<file path="config.mk">
export PLATFORM = sky130hd
export DESIGN_NAME = rhd_spi_slave
export DESIGN_NICKNAME = d
export VERILOG_FILES = /design/src/rtl/rhd_spi_slave.sv
export SDC_FILE = /design/constraint.sdc
export NUM_CORES = 1
export LEC_CHECK = 0
export BUFFER_PORTS_ARGS = -buffer_cell sky130_fd_sc_hd__buf_2
export CORE_UTILIZATION = 50
export CTS_CLUSTER_SIZE = 30
export DETAILED_ROUTE_END_ITERATION = 10
export MAX_ROUTING_LAYER = met4
export PLACE_DENSITY = 0.76
export SYNTH_ARGS = -nofsm -noshare
export SYNTH_HDL_FRONTEND = slang
export SYNTH_SLANG_ARGS = --single-unit
</file>
<file path="constraint.sdc">
create_clock -name clk -period 1.6 [get_ports clk]
set_input_delay 0.16 -clock clk [delete_from_list [all_inputs] [get_ports clk]]
set_output_delay 0.16 -clock clk [all_outputs]
set_load 0.005 [all_outputs]
</file>
<file path="src/rtl/rhd_spi_slave.sv">
// rhd_spi_slave: SPI slave for RHD-style command/response framing.
// Commands arrive MSB first on MOSI. Responses run through a two-deep pipeline,
// so the response to command N is shifted out during valid frame N+2.
// SCLK, CS and MOSI are asynchronous to clk and are resynchronised first.
module rhd_spi_slave #(
   parameter int WORD_W      = 32,
   parameter int SYNC_STAGES = 2
) (
   input  logic              clk,
   input  logic              rstn,
   input  logic              SCLK,
   input  logic              CS,
   input  logic              MOSI,
   output logic              MISO,
   output logic [WORD_W-1:0] rx_word,
   output logic              rx_valid,
   input  logic [WORD_W-1:0] resp_word,
   output logic              frame_err,
   output logic              busy
);

   localparam int CNT_W = $clog2(WORD_W + 2);
   localparam logic [CNT_W-1:0] CNT_FULL = CNT_W'(WORD_W);
   localparam logic [CNT_W-1:0] CNT_SAT  = CNT_W'(WORD_W + 1);

   typedef enum logic [1:0] {
      ST_IDLE   = 2'd0,
      ST_ACTIVE = 2'd1,
      ST_FINISH = 2'd2
   } state_t;

   // synchronizer chains and edge-detect history
   logic [SYNC_STAGES-1:0] r_sclk_sync;
   logic [SYNC_STAGES-1:0] r_cs_sync;
   logic [SYNC_STAGES-1:0] r_mosi_sync;
   logic [SYNC_STAGES-1:0] r_fill;
   logic                   r_sclk_d;
   logic                   r_cs_d;
   logic                   r_armed;

   logic w_sclk;
   logic w_cs;
   logic w_mosi;
   logic w_sclk_rise;
   logic w_sclk_fall;
   logic w_cs_fall;
   logic w_cs_rise;

   // frame state
   state_t            r_state;
   state_t            w_state_nxt;
   logic [CNT_W-1:0]  r_bit_cnt;
   logic [WORD_W-1:0] r_rx_shift;
   logic [WORD_W-1:0] r_tx_shift;
   logic [WORD_W-1:0] r_pipe_q0;
   logic [WORD_W-1:0] r_pipe_q1;
   logic [WORD_W-1:0] r_rx_word;
   logic              r_rx_valid;
   logic              r_frame_err;
   logic              r_miso;
   logic [WORD_W-1:0] w_tx_load;

   // Shift the asynchronous inputs through the synchronizer chains.
   // r_fill tracks which stages hold real post-reset samples rather than reset values.
   always_ff @(posedge clk or negedge rstn) begin
      if (!rstn) begin
         r_sclk_sync <= '0;
         r_cs_sync   <= '1;
         r_mosi_sync <= '0;
         r_fill      <= '0;
      end else begin
         r_sclk_sync[0] <= SCLK;
         r_cs_sync[0]   <= CS;
         r_mosi_sync[0] <= MOSI;
         r_fill[0]      <= 1'b1;
         for (int unsigned i = 1; i < SYNC_STAGES; i++) begin
            r_sclk_sync[i] <= r_sclk_sync[i-1];
            r_cs_sync[i]   <= r_cs_sync[i-1];
            r_mosi_sync[i] <= r_mosi_sync[i-1];
            r_fill[i]      <= r_fill[i-1];
         end
      end
   end

   assign w_sclk = r_sclk_sync[SYNC_STAGES-1];
   assign w_cs   = r_cs_sync[SYNC_STAGES-1];
   assign w_mosi = r_mosi_sync[SYNC_STAGES-1];

   // History flops for edge detection; r_armed only sets once a genuine CS-high
   // sample has been seen, so a CS already low at reset release cannot start a frame.
   always_ff @(posedge clk or negedge rstn) begin
      if (!rstn) begin
         r_sclk_d <= 1'b0;
         r_cs_d   <= 1'b1;
         r_armed  <= 1'b0;
      end else begin
         r_sclk_d <= w_sclk;
         r_cs_d   <= w_cs;
         r_armed  <= r_armed | (r_fill[SYNC_STAGES-1] & w_cs);
      end
   end

   assign w_sclk_rise = w_sclk & ~r_sclk_d;
   assign w_sclk_fall = ~w_sclk & r_sclk_d;
   assign w_cs_fall   = r_armed & r_cs_d & ~w_cs;
   assign w_cs_rise   = w_cs & ~r_cs_d;

   // State register.
   always_ff @(posedge clk or negedge rstn) begin
      if (!rstn) begin
         r_state <= ST_IDLE;
      end else begin
         r_state <= w_state_nxt;
      end
   end

   // Next-state logic: CS edges drive the frame; FINISH always lasts one clk.
   always_comb begin
      w_state_nxt = r_state;
      case (r_state)
         ST_IDLE:   if (w_cs_fall) w_state_nxt = ST_ACTIVE;
         ST_ACTIVE: if (w_cs_rise) w_state_nxt = ST_FINISH;
         ST_FINISH: w_state_nxt = ST_IDLE;
         default:   w_state_nxt = ST_IDLE;
      endcase
   end

   // The response pipeline advances in the rx_valid cycle. A frame starting in that
   // same cycle must see the value pipe_q1 is about to take, so forward pipe_q0.
   assign w_tx_load = r_rx_valid ? r_pipe_q0 : r_pipe_q1;

   // Frame datapath: shift registers, bit counter, MISO, result pulses and pipeline.
   always_ff @(posedge clk or negedge rstn) begin
      if (!rstn) begin
         r_bit_cnt   <= '0;
         r_rx_shift  <= '0;
         r_tx_shift  <= '0;
         r_pipe_q0   <= '0;
         r_pipe_q1   <= '0;
         r_rx_word   <= '0;
         r_rx_valid  <= 1'b0;
         r_frame_err <= 1'b0;
         r_miso      <= 1'b0;
      end else begin
         r_rx_valid  <= 1'b0;
         r_frame_err <= 1'b0;

         if (r_rx_valid) begin
            r_pipe_q1 <= r_pipe_q0;
            r_pipe_q0 <= resp_word;
         end

         case (r_state)
            ST_IDLE: begin
               r_miso <= 1'b0;
               if (w_cs_fall) begin
                  r_bit_cnt  <= '0;
                  r_rx_shift <= '0;
                  r_tx_shift <= w_tx_load;
                  r_miso     <= w_tx_load[WORD_W-1];
               end
            end
            ST_ACTIVE: begin
               if (w_cs_rise) begin
                  r_miso <= 1'b0;
               end else if (w_sclk_rise) begin
                  r_rx_shift <= {r_rx_shift[WORD_W-2:0], w_mosi};
                  if (r_bit_cnt != CNT_SAT) begin
                     r_bit_cnt <= r_bit_cnt + 1'b1;
                  end
               end else if (w_sclk_fall) begin
                  // zero fill means MISO reads 0 once the whole word has gone out
                  r_tx_shift <= {r_tx_shift[WORD_W-2:0], 1'b0};
                  r_miso     <= r_tx_shift[WORD_W-2];
               end
            end
            ST_FINISH: begin
               r_miso <= 1'b0;
               if (r_bit_cnt == CNT_FULL) begin
                  r_rx_word  <= r_rx_shift;
                  r_rx_valid <= 1'b1;
               end else begin
                  r_frame_err <= 1'b1;
               end
            end
            default: begin
               r_miso <= 1'b0;
            end
         endcase
      end
   end

   assign MISO      = r_miso;
   assign rx_word   = r_rx_word;
   assign rx_valid  = r_rx_valid;
   assign frame_err = r_frame_err;
   assign busy      = (r_state == ST_ACTIVE);

endmodule

</file>
Word level (Yosys, flattened, before mapping)

Cells that the tools add are included.

Add/subtract/negate cells: 1
Equal/unequal tests: 13
Mux-type cells: 27
Bitwise operators: 11
Reduce and logical (&&, ||, !) cells: 8

Operator list:

| kind                                          | count |
|---|---|
| 2-to-1 mux 32 bit                             | 4 |
| 2-to-1 mux 31 bit                             | 4 |
| case mux 32 bit (2 select lines)              | 1 |
| case mux 31 bit (2 select lines)              | 1 |
| 2-to-1 mux 6 bit                              | 4 |
| case mux 6 bit (2 select lines)               | 1 |
| AND reduction 5 bit                           | 2 |
| 2-to-1 mux 1 bit                              | 8 |
| != test 2 x 1 -> 1 bit, second input constant | 4 |
| adder 6 x 1 -> 6 bit, second input constant   | 1 |
| bitwise AND 1 bit                             | 6 |
| == test 6 bit, second input constant          | 1 |
| != test 2 bit, second input constant          | 3 |
| != test 6 bit, second input constant          | 1 |
| AND reduction 2 bit                           | 3 |
| 2-to-1 mux 2 bit                              | 2 |
| NOT 1 bit                                     | 4 |
| case mux 2 bit (2 select lines)               | 1 |
| AND reduction 4 bit                           | 1 |
| != test 3 x 1 -> 1 bit, second input constant | 1 |
| != test 3 x 2 -> 1 bit, second input constant | 1 |
| == test 2 x 1 -> 1 bit, second input constant | 1 |
| == test 2 bit, second input constant          | 1 |
| logical NOT 2 bit                             | 1 |
| other kinds (3)                               | 3 |

Register bits: 181

Longest topological paths before layout

Gate-level depths: netlist of the first run.

Depth in word-level cells: 6
Mapped depth: 6

Least setup slack after synthesis of the first run

No wires, ideal clock.

Kind: reg-to-reg
From: reg r_cs_d
To: reg r_tx_shift[0]
Setup time: 122 ps
Arrival time: 1498 ps
Required time: 1478 ps
Setup slack: -20 ps
Cell stages (with the launch flop): 7
Buffers on the path: 2
Cell sequence: dfstp_2 > nand3b_1 > a31oi_1 > buf_2 > o21ai_1 > buf_4 > a32o_1

Word-level cells in the longest chain between the ends: 4
Elaborated cells between the ends (all ways): 7
Classes of those cells: eq/ne (2); bitwise (4); reduce/logical (1)

Ends and longest elaborated chain:

| item                                                  | line     | source |
|---|---|---|
| from (decl)                                           | 38       | `logic r_cs_d;` |
| from (signal assigned)                                | 98       | `r_cs_d <= w_cs;` |
| bitwise AND 1 bit / NOT 1 bit (equally long branches) | 105, 106 |  |
| bitwise AND 1 bit (on tied branches)                  | 105, 106 |  |
| != test 2 bit (no source line)                        | -        |  |
| AND reduction 5 bit (no source line) (*)              | -        |  |
| to (signal assigned)                                  | 159      | `r_tx_shift <= w_tx_load;` |
| to (signal assigned)                                  | 173      | `r_tx_shift <= {r_tx_shift[WORD_W-2:0], 1'b0};` |
| to (decl)                                             | 54       | `logic [WORD_W-1:0] r_tx_shift;` |

Mark *: on every way between the ends. The rest lies on a longest branch, timed or not.
A chain may end at the register's enable or synchronous reset.

Worst setup path after layout of the first run

From: reg r_cs_sync[1]
To: reg r_rx_shift[24]

Word-level cells in the longest chain between the ends: 4
Elaborated cells between the ends (all ways): 6
Classes of those cells: eq/ne (2); bitwise (3); reduce/logical (1)

Ends and longest elaborated chain:

| item                                     | line | source |
|---|---|---|
| from (decl)                              | 34   | `logic [SYNC_STAGES-1:0] r_cs_sync;` |
| from (signal, indexed assignment)        | 78   | `r_cs_sync[i] <= r_cs_sync[i-1];` |
| NOT 1 bit                                | 105  | `assign w_cs_fall = r_armed & r_cs_d & ~w_cs;` |
| bitwise AND 1 bit                        | 105  |  |
| != test 2 bit (no source line)           | -    |  |
| AND reduction 4 bit (no source line) (*) | -    |  |
| to (signal assigned)                     | 167  | `r_rx_shift <= {r_rx_shift[WORD_W-2:0], w_mosi};` |
| to (decl)                                | 53   | `logic [WORD_W-1:0] r_rx_shift;` |

Marked as above.

==> run summary, run 1 <==
Hold Vio Cnt, Final: 0
Syn Inst Count: 519
die area: 15300 um2
pwr dens: 1090 nW/um2
num ports: 73
post-synthesis sequential area ratio: 0.612
outcome: finished, violations left
crit path kind: reg -> reg
DRT antenna net count: 0
Req. time, crit path: 1910 ps
critical path arrival: 1970 ps
VDD IR-drop max: 0.907 mV
Die W: 124 um
total core area: 14500 um2
largest net degree at the start of global routing: 46
Avg Inst Size Synth: 14.3 um2
TritonRoute pass-1 iters: 4
P&R area growth vs syn: 29.1%
Crit Reg-Reg Startpoint: r_cs_sync[1]
Final min period: 1660 ps
TritonCTS clock tree: yes
Die Ht: 124 um
clk_lat worst skew: 430 ps
setup violators final: 62
initial antenna violation count: 0
row count: 44
met1 global-route usage: 0.251
worst clock skew: 10.5 ps
P_sw: 2.44 mW
TritonCTS Sinks: 181
number of buffers created by CTS: 17
crit path launch: r_cs_sync[1]
CTS clk-pin slew, worst paths: 60 ps
HP Class: in -> async
Total GRT Usage: 0.201
clock network fraction of design power: 0.411
RSZ-0062 raised after global routing: true
Initial DRC Count: 295
ANT cells: 0
failing checks: setup timing
yosys warns: 0
WL/cell: 17.6 um
Fmax: 604 MHz
most used routing layer: met2
drt total wl: 15000 um
FF+latch count, synth: 181
max_cap viols: 0
Power, Total: 10.4 mW
clock tree root buffer cell: clkbuf_16
clock buffer depth: 2
vias in the first global route: 4670
Reg area: 4540 um2
part of the power in combinational logic: 0.140
synth top area cells: dfrtp_1 60%, mux2_2 10%, mux2i_1 7.8%
ys flop type: dfrtp_1
# H-tree levels: 4
M3 GR Usage: 0.0467
Worst R2R Path Depth: 7
P_int: 7.94 mW
syn nets: 559
Area after DPL: 8240 um2
Remaining Overflow, GRT: 0
Pleak: 4.94 nW
synthesized area: 7410 um2
count leader, synth: dfrtp_1
Layout Nets: 697
layout cells sized above 1: 0.407
number of enable flip-flop cells after synthesis: 0
CP Max Fanout: 9
final core occ: 0.661
routability cong.: 0.787
reg2reg end: r_rx_shift[24]
total negative slack: -1500 ps
final worst setup slack: -55.6 ps
Post-route DRC: 0
hpwl dp: 8560 um
Setup crit end kind: flop
GR Util met2: 0.320
FFs w/ async S/R, synth: 1.00
pre-CTS setup slack: -84.3 ps
IO buf count: 72
Initial Util: 0.512
sequential share of power: 0.449
final instance area: 9560 um2
unique cell type count in the Yosys netlist: 37
Net Sw Frac: 0.235
vias: 4536
vias per std cell: 5.31
fin crit share: 1.03
crit path to: r_rx_shift[24]
area leader, netlist: dfrtp_1
share of the synthesized area in the top cell type: 0.601
commonest cells in the netlist: 178 x dfrtp_1, 68 x mux2_2, 58 x mux2i_1, 33 x inv_1, 33 x nand4_1
worst reg2reg setup slack: -60 ps
Multi-input gate area: 2720 um2
layout filler cell count: 978
Worst setup SP type: flop
max-slew violations: 0
first-pass GRT wire length: 22600 um
[layout by cell type, fill, tap and decap left out, types with 3 or more instances in the layout]
cell type,n
inv_1,32
nand2b_1,3
clkbuf_8,4
nand4_1,33
buf_12,14
mux2_1,27
mux2_2,68
a21oi_2,3
buf_2,71
a21bo_2,32
clkbuf_16,21
mux2i_1,57
clkbuf_1,3
dlygate4sd3_1,36
dfstp_2,3
bufinv_16,3
buf_6,3
nand2_1,8
dfrtp_1,176
clkinv_2,3
buf_4,21
[worst min-delay path by stage]
stage / from / endpoint / slack (ps) / cells past startpoint
global placement: rstn / rx_word[13] / 110 / 1
CTS: rstn / rx_word[12] / 240 / 2
finish: rstn / rx_word[12] / 240 / 2
floorplan: rstn / MISO / -140 / 0
global route: rstn / rx_word[13] / 290 / 2
detailed placement: rstn / rx_word[12] / 120 / 1
[cell type report]
| class | instances | share of cell area |
|---|---|---|
| sequential | 181 | 0.474 |
| multi-input combinational | 273 | 0.284 |
| timing repair buffer | 151 | 0.140 |
| clock buffer | 24 | 0.0514 |
| tap | 184 | 0.0241 |
| inverter | 33 | 0.0133 |
| clock inverter | 8 | 0.0127 |
[power by group through the flow]
stage,clock (mW),sequential (mW),combinational [mW]
floorplan,0,4.74,0.567
global placement,0,4.74,0.963
detailed placement,0,4.74,0.988
CTS,4.34,4.66,1.23
global route,4.53,4.66,1.54
finish,4.27,4.66,1.45
[timing repair]
action                     4_1_cts  5_1_grt
hold buffers                    36        0
cloned                           2        4
gates resized for setup          8       19
pin swaps                       10        9
setup buffers                    7        4
hold endpoints to repair        74        0
setup endpoints to repair       42       94
[critical path, stage by stage (launching register included)]
cell and delay, ps:
dfstp_2 550, nand3b_1 150, a31oi_4 110, buf_6 150, buf_6 130, buf_16 130, nand4_1 90, a21bo_2 230
[routing by layer]
layer / up-vias / routed length, um
met5: - / 0
met4: 0 / 323
met3: 25 / 668
met2: 112 / 7670
met1: 2293 / 6360
li1: 2106 / -
[state kept, by name (all words and copies together), names as in the netlist, 2 cells and up]
signal and cells:
r_pipe_q0 32, r_rx_shift 32, r_state 2, r_pipe_q1 32, r_cs_sync 2, rx_word 32, r_sclk_sync 2, r_tx_shift 31
r_fill 2, r_bit_cnt 6, r_mosi_sync 2
[cells by family (layout without fill, tap and decap cells)]
kind of cell / after synthesis / in the layout / synth area share
muxes: 155 / 155 / 0.226
buffers and inverters: 65 / 216 / 0.0409
DFF: 181 / 181 / 0.612
other: 1 / 1 / 0.000506
adders and majority gates: 3 / 3 / 0.00507
and+or+nand+nor: 58 / 58 / 0.0508
AOI/OAI and AO/OA: 56 / 56 / 0.0653
[stage by stage]
step           hold slack (ps)  instances
2_1_floorplan             -136        519
3_3_place_gp               113        769
3_5_place_dp               121        769
4_1_cts                    240        846
5_1_grt                    288        854
6_report                   236        854
Note: power is estimated with default switching activity, not from simulation.
==> inputs of run 2 (changes only) <==
- BUFFER_PORTS_ARGS: -buffer_cell sky130_fd_sc_hd__buf_2 -> default
- DONT_BUFFER_PORTS: default -> 1
- PLACE_DENSITY: 0.76 -> 0.69
- clock period: 1.6 -> 1.9 ns (I/O delays scaled with it)
==> run 2 against run 1 <==
Against the previous run:
- the flow finishes with violations (hold timing)
- clock-buffer cell count stayed put
- die area is the same
- worst hold slack worse by 780 ps
- highest routed layer unchanged
- core utilization decreased by 6.0 points
- wire length is 16% lower
==> run summary, run 2 (synthesis gave the netlist of run 1 again) <==
clk_lat worst skew: 430 ps (about the same)
Slew headroom: 0.655
placed insts: 685 (was 769)
Setup crit end kind: output port (was flop)
hpwl dp: 7490 um (was 8560 um)
first-pass GRT wire length: 20500 um (was 22600 um)
CTS clk-pin slew, worst paths: 60 ps (about the same)
worst path bufs/invs: 3 (unchanged)
drt total wl: 12600 um (was 15000 um)
HP Class: in -> async (unchanged)
worst stage delay on the critical path: 440 ps (was 550 ps)
vias per std cell: 5.40 (was 5.31)
part of the power in combinational logic: 0.086 (was 0.140)
TritonRoute pass-1 iters: 4 (unchanged)
layout cells sized above 1: 0.282 (was 0.407)
total core area: 14500 um2 (unchanged)
outcome: finished, violations left (unchanged)
Worst setup SP type: flop (unchanged)
Pleak: 4.38 nW (was 4.94 nW)
WL/cell: 16.7 um (was 17.6 um)
Total GRT Usage: 0.182 (was 0.201)
Remaining Overflow, GRT: 0 (unchanged)
Hold Vio Cnt, Final: 181 (was 0)
P_int: 6.54 mW (was 7.94 mW)
most common cell after layout, fill and taps aside: dfrtp_1 (unchanged)
largest net degree at the start of global routing: 182 (was 46)
vias: 4077 (was 4536)
total negative slack: 0 ps (was -1500 ps)
max-slew violations: 0 (unchanged)
RSZ-0062 raised after global routing: false (was true)
ANT cells: 0 (unchanged)
Req. time, crit path: 1710 ps (was 1910 ps)
clock network fraction of design power: 0.446 (was 0.411)
Fmax: 554 MHz
Final min period: 1800 ps
vias in the first global route: 4150 (was 4670)
critical path arrival: 1610 ps (was 1970 ps)
initial antenna violation count: 0 (unchanged)
Initial Util: 0.512 (unchanged)
hold buffers post-CTS: 35 (was 36)
VDD IR-drop max: 0.665 mV (was 0.907 mV)
Initial DRC Count: 308 (was 295)
routability cong.: 0.777 (was 0.787)
CP max-delay cell: dfrtp_2 (was dfstp_2)
Post-route DRC: 0 (unchanged)
IO buf count: 0 (was 72)
# H-tree levels: 4 (unchanged)
num ports: 73 (unchanged)
number of buffers created by CTS: 17 (unchanged)
CP Max Fanout: 33 (was 9)
minimum hold slack: -549 ps (was 236 ps)
Die Ht: 124 um (unchanged)
worst-path cell chain: nand2b_4, clkinvlp_4, buf_12, buf_4 (was nand3b_1, a31oi_4, buf_6, buf_6, buf_16, nand4_1, a21bo_2)
Net Sw Frac: 0.222 (was 0.235)
failing checks: hold timing (was setup timing)
row count: 44 (unchanged)
max_cap viols: 0 (unchanged)
setup violators final: 0 (was 62)
critical path's top delay family: buffers and inverters (was flip-flops)
Worst-Margin Slew: 516 ps
Non-Filler Instances: 755 (was 854)
TritonCTS clock tree: yes (unchanged)
fin crit share: 0.949
clock buffer depth: 2 (unchanged)
P&R area growth vs syn: 17.4% (was 29.1%)
Die W: 124 um (unchanged)
P_sw: 1.86 mW (was 2.44 mW)
DRT antenna net count: 0 (unchanged)
die area: 15300 um2 (unchanged)
most frequent cells in the layout: 176 x dfrtp_1, 68 x mux2_2, 58 x mux2i_1 (was 176 x dfrtp_1, 71 x buf_2, 68 x mux2_2)
sequential share of power: 0.468 (was 0.449)
TritonCTS Sinks: 181 (unchanged)
clock tree root buffer cell: clkbuf_16 (unchanged)
pre-CTS setup slack: 231 ps (was -84.3 ps)
worst clock skew: 11.5 ps (was 10.5 ps)
pwr dens: 966 nW/um2 (was 1090 nW/um2)
Layout Nets: 598 (was 697)
final worst setup slack: 96.5 ps (was -55.6 ps)
crit path kind: reg -> out (was reg -> reg)
run 2: cell count changes in the layout (fill, tap and decap cells not counted), moves of 4 or more:
cell       previous run  this run
buf_12               14         6
buf_4                21        11
clkbuf_16            21        17
buf_2                71         0
a21oi_1               2         6
run 2: per-layer routing:
metal | global-route usage | vias to the layer above | wire length, um
met5 | - | - | 0
met4 | 0.0813 | 0 | 216
met3 | 0.0485 | 21 | 474
met2 | 0.279 | 66 | 6250
met1 | 0.228 | 2085 | 5630
li1 | - | 1905 | -
run 2: final cells by class:
| class | instances | area (um2) |
|---|---|---|
| Clock buffer | 24 | 492 |
| Tap cell | 184 | 230 |
| Fill cell | 1074 | 5780 |
| Timing Repair Buffer | 52 | 553 |
| Multi-Input combinational cell | 273 | 2620 |
| Inverter | 33 | 128 |
| Sequential cell | 181 | 4540 |
| Clock inverter | 8 | 145 |
run 2: path summary, 6_finish.rpt:
kind	slack, ps	start	cells after the start	end
setup / recovery	100	r_state[1]	4	busy
hold / removal	-550	rstn	0	r_pipe_q0[16]
setup reg to reg	210	r_cs_d	5	r_bit_cnt[0]
hold reg to reg	350	r_fill[0]	0	r_fill[1]
max in group asynchronous	2140	rstn	0	rx_valid
min in group clk	300	CS	1	r_cs_sync[0]
run 2: through the flow:
step	cell area, um2	power (mW)	util
2_1_floorplan	7410	4.46	-
3_3_place_gp	7680	4.62	0.530
3_5_place_dp	7680	4.64	0.530
4_1_cts	8680	8.46	0.599
5_1_grt	8700	8.70	0.601
6_report	8700	8.41	0.601
run 2: power groups by stage:
stage	Sequential, mW	Clock (mW)	Combinational (mW)
final	3.93	3.75	0.727
after global routing	3.94	3.99	0.775
after CTS	3.93	3.83	0.705
after detailed placement	4.00	0	0.636
after global placement	4.00	0	0.618
after floorplan	3.99	0	0.475
run 2: repair_timing:
action                                  in CTS  in global routing
hold endpoints to repair                   216                181
cloned                                       0                  0
buffers inserted                             0                  3
gates resized for setup                      3                  0
pin swaps                                    0                  0
endpoints found under the setup margin       1                  1
==> inputs of run 3 (changes only) <==
- CELL_PAD_IN_SITES_DETAIL_PLACEMENT: default -> 1
- CELL_PAD_IN_SITES_GLOBAL_PLACEMENT: default -> 1
- PLACE_DENSITY: 0.69 -> 0.8
==> run 3 against run 2 <==
Against the previous run:
- the flow still finishes with violations (hold timing)
- cell count down 0.13%
- critical path depth unchanged
- wire length up 12%
- setup slack better by 26 ps
- flip-flop and latch count unchanged
- first-iteration DRC count down 19%
- non-clock buffer count down 2
- critical path type unchanged
- highest routed layer unchanged
==> run summary, run 3 (synthesis gave the netlist of run 1 again) <==
P_sw: 1.91 mW (was 1.86 mW)
Die W: 124 um (unchanged)
routability cong.: 0.801 (was 0.777)
failing checks: hold timing (unchanged)
first-pass GRT wire length: 23200 um (was 20500 um)
HP Class: in -> async (unchanged)
most common cell after layout, fill and taps aside: dfrtp_1 (unchanged)
Layout Nets: 596 (was 598)
max_cap viols: 0 (unchanged)
outcome: finished, violations left (unchanged)
Pleak: 4.35 nW (was 4.38 nW)
fin crit share: 0.935 (was 0.949)
WL/cell: 18.6 um (was 16.7 um)
Fmax: 563 MHz (was 554 MHz)
crit path kind: reg -> out (unchanged)
# H-tree levels: 4 (unchanged)
worst reg2reg setup slack: 160 ps (was 210 ps)
drt total wl: 14100 um (was 12600 um)
reg2reg end: rx_word[25] (was r_bit_cnt[0])
Req. time, crit path: 1710 ps (about the same)
Worst R2R Path Depth: 4 (was 5)
total core area: 14500 um2 (unchanged)
minimum hold slack: -534 ps (was -549 ps)
vias in the first global route: 4501 (was 4150)
Crit Reg-Reg Startpoint: r_bit_cnt[2] (was r_cs_d)
num ports: 73 (unchanged)
worst clock skew: 5.25 ps (was 11.5 ps)
Die Ht: 124 um (unchanged)
max-slew violations: 0 (unchanged)
TritonCTS Sinks: 181 (unchanged)
VDD IR-drop max: 0.588 mV (was 0.665 mV)
clock buffer depth: 2 (unchanged)
RSZ-0062 raised after global routing: false (unchanged)
worst-path cell chain: nand2b_4, clkinvlp_4, buf_12, buf_4 (unchanged)
most frequent cells in the layout: 177 x dfrtp_1, 68 x mux2_2, 58 x mux2i_1 (was 176 x dfrtp_1, 68 x mux2_2, 58 x mux2i_1)
critical path arrival: 1590 ps (was 1610 ps)
Non-Filler Instances: 754 (was 755)
pwr dens: 952 nW/um2 (was 966 nW/um2)
CP max-delay cell: dfrtp_1 (was dfrtp_2)
Initial Util: 0.512 (unchanged)
part of the power in combinational logic: 0.089 (was 0.086)
vias: 4105 (was 4077)
clock network fraction of design power: 0.434 (was 0.446)
Total GRT Usage: 0.206 (was 0.182)
placed insts: 684 (was 685)
CTS clk-pin slew, worst paths: 60 ps (about the same)
clk_lat worst skew: 420 ps (was 430 ps)
row count: 44 (unchanged)
setup violators final: 0 (unchanged)
layout cells sized above 1: 0.281 (was 0.282)
Post-route DRC: 0 (unchanged)
Setup crit end kind: output port (unchanged)
Initial DRC Count: 250 (was 308)
sequential share of power: 0.477 (was 0.468)
CP Max Fanout: 33 (unchanged)
clock tree root buffer cell: clkbuf_16 (unchanged)
final core occ: 0.598 (was 0.601)
Worst setup SP type: flop (unchanged)
TritonCTS clock tree: yes (unchanged)
Area after DPL: 7670 um2 (was 7680 um2)
IO buf count: 0 (unchanged)
initial antenna violation count: 1 (was 0)
hpwl dp: 8510 um (was 7490 um)
die area: 15300 um2 (unchanged)
P&R area growth vs syn: 16.8% (was 17.4%)
worst stage delay on the critical path: 460 ps (was 440 ps)
final instance area: 8660 um2 (was 8700 um2)
P_int: 6.34 mW (was 6.54 mW)
number of buffers created by CTS: 17 (unchanged)
DRT antenna net count: 0 (unchanged)
Hold Vio Cnt, Final: 181 (unchanged)
hold buffers post-CTS: 35 (unchanged)
TritonRoute pass-1 iters: 4 (unchanged)
Net Sw Frac: 0.231 (was 0.222)
vias per std cell: 5.44 (was 5.40)
largest net degree at the start of global routing: 182 (unchanged)
Final min period: 1780 ps (was 1800 ps)
Remaining Overflow, GRT: 0 (unchanged)
total negative slack: 0 ps (unchanged)
[run 3: cell types whose count changed in the layout (fill, tap and decap cells not counted)]
cell	change
clkbuf_8	-2
clkinvlp_4	+1
clkbuf_1	-2
dfrtp_2	-1
diode_2	+1
bufinv_16	-1
clkinv_4	+3
buf_4	-2
dfrtp_1	+1
clkinv_2	+1
[run 3: critical path, delay by kind of cell, from the launching register on]
kind                   cells  cell delay (ps)
buffers and inverters      3              500
flip-flops                 1              460
AND/OR/NAND/NOR            1              200
[run 3: cell type report]
| cell class | instances | area (um2) |
|---|---|---|
| antenna | 1 | 2.50 |
| clock buffer | 20 | 457 |
| clock inverter | 12 | 154 |
| fill | 1345 | 5820 |
| inverter | 33 | 128 |
| multi-input combinational | 273 | 2620 |
| sequential | 181 | 4530 |
| tap | 184 | 230 |
| timing repair buffer | 50 | 538 |
[run 3: worst max-delay path by stage]
| stage | from | to |
|---|---|---|
| final | r_state[0] | busy |
| after CTS | r_state[0] | busy |
| after detailed placement | r_bit_cnt[2] | rx_word[7] |
| after floorplan | r_cs_d | r_tx_shift[0] |
| after global routing | r_state[0] | busy |
| after global placement | r_cs_d | r_rx_shift[26] |
[run 3: power by group through the flow]
stage               Clock (mW)  Combinational [mW]  Sequential, mW
floorplan                    0               0.475            3.99
global placement             0               0.636            4.00
detailed placement           0               0.654            4.00
CTS                       3.67               0.720            3.93
global route              3.81               0.789            3.93
finish                    3.58               0.734            3.93
[run 3: metrics by stage]
| stage | setup slack (ps) | power (mW) |
|---|---|---|
| 2_1_floorplan | 280 | 4.46 |
| 6_report | 123 | 8.25 |
| 3_5_place_dp | 176 | 4.65 |
| 3_3_place_gp | 254 | 4.63 |
| 5_1_grt | 18.5 | 8.53 |
| 4_1_cts | 14.8 | 8.32 |
[run 3: metal layers]
layer  wire (um)  track usage  up-vias
met5           0            -        -
met3         439       0.0522       11
met2        7240        0.331       54
met1        6240        0.253     2134
li1            -            -     1906
met4         136       0.0708        0
[run 3: timing repair]
action | in CTS | in global routing
endpoints found under the setup margin | 1 | 1
gates resized for setup | 2 | 0
hold endpoints to repair | 216 | 181
setup buffers | 0 | 2
